$ cat src/rtl/mem_8x8_c_pp.sv
`default_nettype none
// =============================================================================
// mem_8x8_c_pp : double-buffered 8x8 transpose buffer, row-major in / column-major out
// Revision     : 1.0
// =============================================================================
module mem_8x8_c_pp #(
   parameter int WIDTH = 32
) (
   input  logic             clk,
   input  logic             rst,
   input  logic [WIDTH-1:0] in,
   input  logic             in_valid,
   output logic             in_ready,
   output logic [WIDTH-1:0] O,
   output logic             out_valid,
   input  logic             out_ready,
   output logic             out_last
);

   localparam logic [5:0] LAST_IDX = 6'd63;

   // Both banks share one array; the top address bit selects the bank.
   logic [WIDTH-1:0] ram [128];

   logic [1:0]       full_q, full_d;
   logic             wr_bank_q, wr_bank_d;
   logic             rd_bank_q, rd_bank_d;
   logic [5:0]       k_q, k_d;
   logic [5:0]       m_q, m_d;
   logic [WIDTH-1:0] o_q, o_d;
   logic             out_valid_q, out_valid_d;
   logic             out_last_q, out_last_d;

   logic             wr_fire;
   logic             ld;
   logic [6:0]       wr_addr;
   logic [6:0]       rd_addr;
   logic [WIDTH-1:0] rd_word;

   assign in_ready  = !full_q[wr_bank_q];
   assign wr_fire   = in_valid && in_ready;
   assign ld        = full_q[rd_bank_q] && (!out_valid_q || out_ready);

   // Write address is k itself (row = k[5:3]); the read swaps the index halves.
   assign wr_addr   = {wr_bank_q, k_q};
   assign rd_addr   = {rd_bank_q, m_q[2:0], m_q[5:3]};
   assign rd_word   = ram[rd_addr];

   assign O         = o_q;
   assign out_valid = out_valid_q;
   assign out_last  = out_last_q;

   always_ff @(posedge clk) begin
      if (wr_fire) begin
         ram[wr_addr] <= in;
      end
   end

   always_comb begin
      full_d      = full_q;
      wr_bank_d   = wr_bank_q;
      rd_bank_d   = rd_bank_q;
      k_d         = k_q;
      m_d         = m_q;
      o_d         = o_q;
      out_valid_d = out_valid_q;
      out_last_d  = out_last_q;

      if (wr_fire) begin
         k_d = k_q + 6'd1;
         if (k_q == LAST_IDX) begin
            full_d[wr_bank_q] = 1'b1;
            wr_bank_d         = ~wr_bank_q;
         end
      end

      // The read bank is always the other bank when both sides finish together.
      if (ld) begin
         o_d         = rd_word;
         out_valid_d = 1'b1;
         out_last_d  = (m_q == LAST_IDX);
         m_d         = m_q + 6'd1;
         if (m_q == LAST_IDX) begin
            full_d[rd_bank_q] = 1'b0;
            rd_bank_d         = ~rd_bank_q;
         end
      end else if (out_ready) begin
         out_valid_d = 1'b0;
         out_last_d  = 1'b0;
      end
   end

   always_ff @(posedge clk or posedge rst) begin
      if (rst) begin
         full_q      <= 2'b00;
         wr_bank_q   <= 1'b0;
         rd_bank_q   <= 1'b0;
         k_q         <= 6'd0;
         m_q         <= 6'd0;
         o_q         <= '0;
         out_valid_q <= 1'b0;
         out_last_q  <= 1'b0;
      end else begin
         full_q      <= full_d;
         wr_bank_q   <= wr_bank_d;
         rd_bank_q   <= rd_bank_d;
         k_q         <= k_d;
         m_q         <= m_d;
         o_q         <= o_d;
         out_valid_q <= out_valid_d;
         out_last_q  <= out_last_d;
      end
   end

endmodule
`default_nettype wire
$ cat config.mk
export PLATFORM = sky130hd
export DESIGN_NAME = mem_8x8_c_pp
export DESIGN_NICKNAME = d
export VERILOG_FILES = /design/src/rtl/mem_8x8_c_pp.sv
export SDC_FILE = /design/constraint.sdc
export NUM_CORES = 2
export LEC_CHECK = 0
export BUFFER_PORTS_ARGS = -buffer_cell sky130_fd_sc_hd__buf_2
export CELL_PAD_IN_SITES_DETAIL_PLACEMENT = 0
export CELL_PAD_IN_SITES_GLOBAL_PLACEMENT = 2
export CORE_ASPECT_RATIO = 0.9
export CORE_UTILIZATION = 35
export DETAILED_ROUTE_END_ITERATION = 7
export PLACE_DENSITY_LB_ADDON = 0.05
export SKIP_LAST_GASP = 1
export SLEW_MARGIN = 25
export SYNTH_ARGS = -nofsm -noshare
export SYNTH_HDL_FRONTEND = slang
export SYNTH_SLANG_ARGS = --single-unit
$ cat constraint.sdc
create_clock -name clk -period 6.45 [get_ports clk]
set_input_delay 0.3225 -clock clk [delete_from_list [all_inputs] [get_ports clk]]
set_output_delay 0.3225 -clock clk [all_outputs]
set_load 0.01 [all_outputs]
==> results by group <==
Placed design
  • GPL Wtd Cong: 0.791
  • Dpl hpwl: 322000 µm
  • Port bufs: 70
  • DP Area: 171000 µm²
  • Post-Place Worst Slack: 1.74 ns

Drt
  • Aggregate routed wire length: 543000 µm
  • Number of nets with antenna violations after routing: 0
  • First DRT Iteration DRCs: 8341
  • Avg WL per Cell: 36.4 µm
  • DRC: 0
  • Vias per inst: 5.49
  • Router iterations before antenna repair: 5
  • Vias: 81800

STA
  • Part of the cycle the worst path needs: 72.6%
  • Clk_skew: 0.0837 ns
  • Max frequency: 213 MHz
  • Setup TNS: 0 ns
  • Hold Vio Cnt, Final: 0
  • Final Critical Period: 4.69 ns
  • Final setup fails: 0
  • Slew @ Worst Pin: 1.24 ns
  • Count of final max-slew check failures: 0
  • Post-route setup slack: 1.76 ns
  • Slew margin rel.: 17.1%
  • RSZ-0062 raised after global routing: false

Synthesis
  • Yosys top cell area share: 76.7%
  • Yosys warning count: 0
  • Syn avg cell area: 20.1 µm²
  • Asr flop ratio synth: 1.21%
  • Sequential area share after synthesis: 77.5%
  • Mapped Nets: 8014
  • Count leader, synth: edfxtp_1
  • Mapped Area: 160000 µm²
  • Synthesized instance count: 7976
  • Most used DFF post-synth: edfxtp_1
  • Synth unique cells: 45
  • Synth top area cells: edfxtp_1, mux4_2, mux2i_1, dfrtp_1, o22ai_1
  • EDFF count, synth: 4096
  • FF+latch count, synth: 4146
  • Synth cell count leaders: edfxtp_1, mux2i_1, mux4_2
  • Synth area leader: edfxtp_1

Floorplanning
  • Initial core utilization: 35.2%
  • Die H: 644 µm
  • Num rows: 235
  • Top-Level Pins: 71
  • Die area: 461000 µm²
  • Core ar.: 455000 µm²
  • Die width: 715 µm

Outcome
  • Status: finished clean

Power and ir drop
  • Pwr Density: 322 nW/µm²
  • Leak Pwr: 54.9 nW
  • Worst vdd ir: 0.000254 V

Hold path
  • Min-delay worst type: primary input to flip-flop

Finish
  • Final Instance Area: 186000 µm²
  • Layout cells sized above 1: 21.0%
  • # fillers: 40300
  • FF+latch area: 124000 µm²
  • Area delta synth->final: 16.1%
  • Multi-input gate area: 35100 µm²
  • Nets: 8479

Setup path
  • Crit path launch type: flip-flop
  • CP arrival: 5.54 ns
  • CP max stage delay: 0.84 ns
  • WP buf/inv: 3
  • Slowest CP cell: dfrtp_4
  • Crit. End Element: flip-flop
  • Critical Path RT: 7.31 ns
  • Crit-path leading delay family: compound AO/OA/AOI/OAI gates
  • Crit Path Category: flip-flop to flip-flop
  • Crit path cell chain: buf_12 > buf_12 > buf_4 > mux2i_1 > o22ai_1 > o31ai_1 > o22a_1 > o31ai_1
  • Worst Path Max Fanout: 95

Global route
  • Initial antenna violation count: 50
  • GRT Overall Usage: 23.1%
  • Largest net degree at the start of global routing: 96
  • Remaining global-route overflow: 0
  • Vias in the first global route: 81200
  • First-pass GRT wire length: 729000 µm

CTS
  • CTS sink count: 4146
  • H-tree Lvls: 5
  • Post_cts resized: 0
  • CTS Buf Count: 455
  • Postcts setup bufs: 0
  • Worst-Skew Late Latency: 1.01 ns
  • Worst-path clk slew: 0.06 ns
  • Root Driver: clkbuf_16
  • Maximum clock insertion buffer count: 4
  • CTS tree: yes

Flow run
  • Max Cap Violations: 0
## flip-flops by register name (all words and copies together) (netlist names)
name	flops
ram	4096
k_q	6
out_last	1
O	32
full_q	2
wr_bank_q	1
rd_bank_q	1
m_q	6
out_valid	1
## path summary, 6_finish.rpt
kind | startpoint | end | slack [ns] | depth (start not counted)
worst min register to register | k_q[4] | k_q[4] | 0.53 | 1
worst min-delay path | in[24] | ram[29][24] | 0.07 | 1
min in group asynchronous | rst | O[31] | 0.61 | 4
worst max-delay path | m_q[3] | O[4] | 1.76 | 8
max in group asynchronous | rst | m_q[3] | 4.37 | 5
worst max register to register | m_q[3] | O[4] | 1.76 | 8
## metal layers
layer	up-vias	global-route usage, %	routed length (µm)
met5	-	0	13
met4	2	4.99	12300
met3	507	2.84	27200
met2	2300	36.3	250000
met1	45000	34.5	253000
li1	34100	-	-
## layout make-up
type | instances | area share [%]
Multi-Input combinational cell | 3337 | 18.9
Antenna cell | 39 | 0.0525
Tap cell | 6043 | 4.06
Sequential cell | 4146 | 66.8
Clock inverter | 266 | 1.28
Inverter | 5 | 0.0101
Timing Repair Buffer | 496 | 2.45
Clock buffer | 568 | 6.49
## worst register-to-register path, stage by stage, from the launching register on
cell and delay [ns]:
dfrtp_4 0.84, buf_12 0.33, buf_12 0.63, buf_4 0.70, mux2i_1 0.29, o22ai_1 0.10
o31ai_1 0.81, o22a_1 0.71, o31ai_1 0.14
## placed cells by master (no fill, tap or decap), types with 10 or more instances in the layout
cell / count
a32oi_1: 32
diode_2: 39
o22a_1: 32
and2_1: 35
nor3_1: 95
nor2_4: 129
bufinv_16: 38
o22ai_1: 192
o221ai_1: 96
edfxtp_1: 4096
o31ai_1: 77
buf_2: 38
mux2i_1: 1122
buf_16: 11
clkinv_2: 82
a22oi_1: 128
clkbuf_16: 463
clkbuf_1: 96
nand2_1: 90
buf_4: 340
a21oi_1: 98
clkinvlp_4: 10
o32ai_1: 11
dfrtp_1: 45
a211oi_2: 19
a211oi_1: 77
o211ai_1: 32
buf_12: 40
dlygate4sd3_1: 35
o32ai_2: 12
mux2_2: 32
nor2_1: 72
a22o_1: 64
nor2b_1: 132
o31ai_2: 17
clkinv_1: 114
mux4_2: 512
o21ai_0: 123
buf_6: 30
o21ai_1: 33
## per-stage QoR
stage | power, mW | util [%] | hold slack [ns] | instances
5_1_grt | 61.7 | 40.8 | 0.0358 | 14900
3_3_place_gp | 35.0 | 37.4 | 0.508 | 14000
3_5_place_dp | 35.1 | 37.5 | 0.519 | 14000
6_report | 60.0 | 40.9 | 0.0733 | 14900
4_1_cts | 60.7 | 40.8 | 0.000882 | 14900
2_1_floorplan | 31.9 | - | 0.421 | 7976
## power by group
group	leakage (nW)	switching (mW)	internal, mW
clock	7.07	10.8	14.7
combinational	10.3	3.34	0.781
sequential	37.5	0.220	30.1
## cells by family (layout without fill, tap and decap cells)
logic type	after synthesis	count (layout)	synth area share, %
buffers and inverters	493	1335	1.57
muxes	1666	1666	14.4
DFF	4146	4146	77.5
and+or+nand+nor	595	595	1.79
xor gates and xnor gates	12	12	0.0656
other	0	39	0
adders and majority gates	2	2	0.0156
AOI/OAI and AO/OA	1062	1062	4.62
## repair_timing
action | CTS | global route
endpoints found under the setup margin | 0 | 0
hold buffers | 35 | 0
hold endpoints to repair | 1703 | 0
Power figures use the tool's default switching activity.
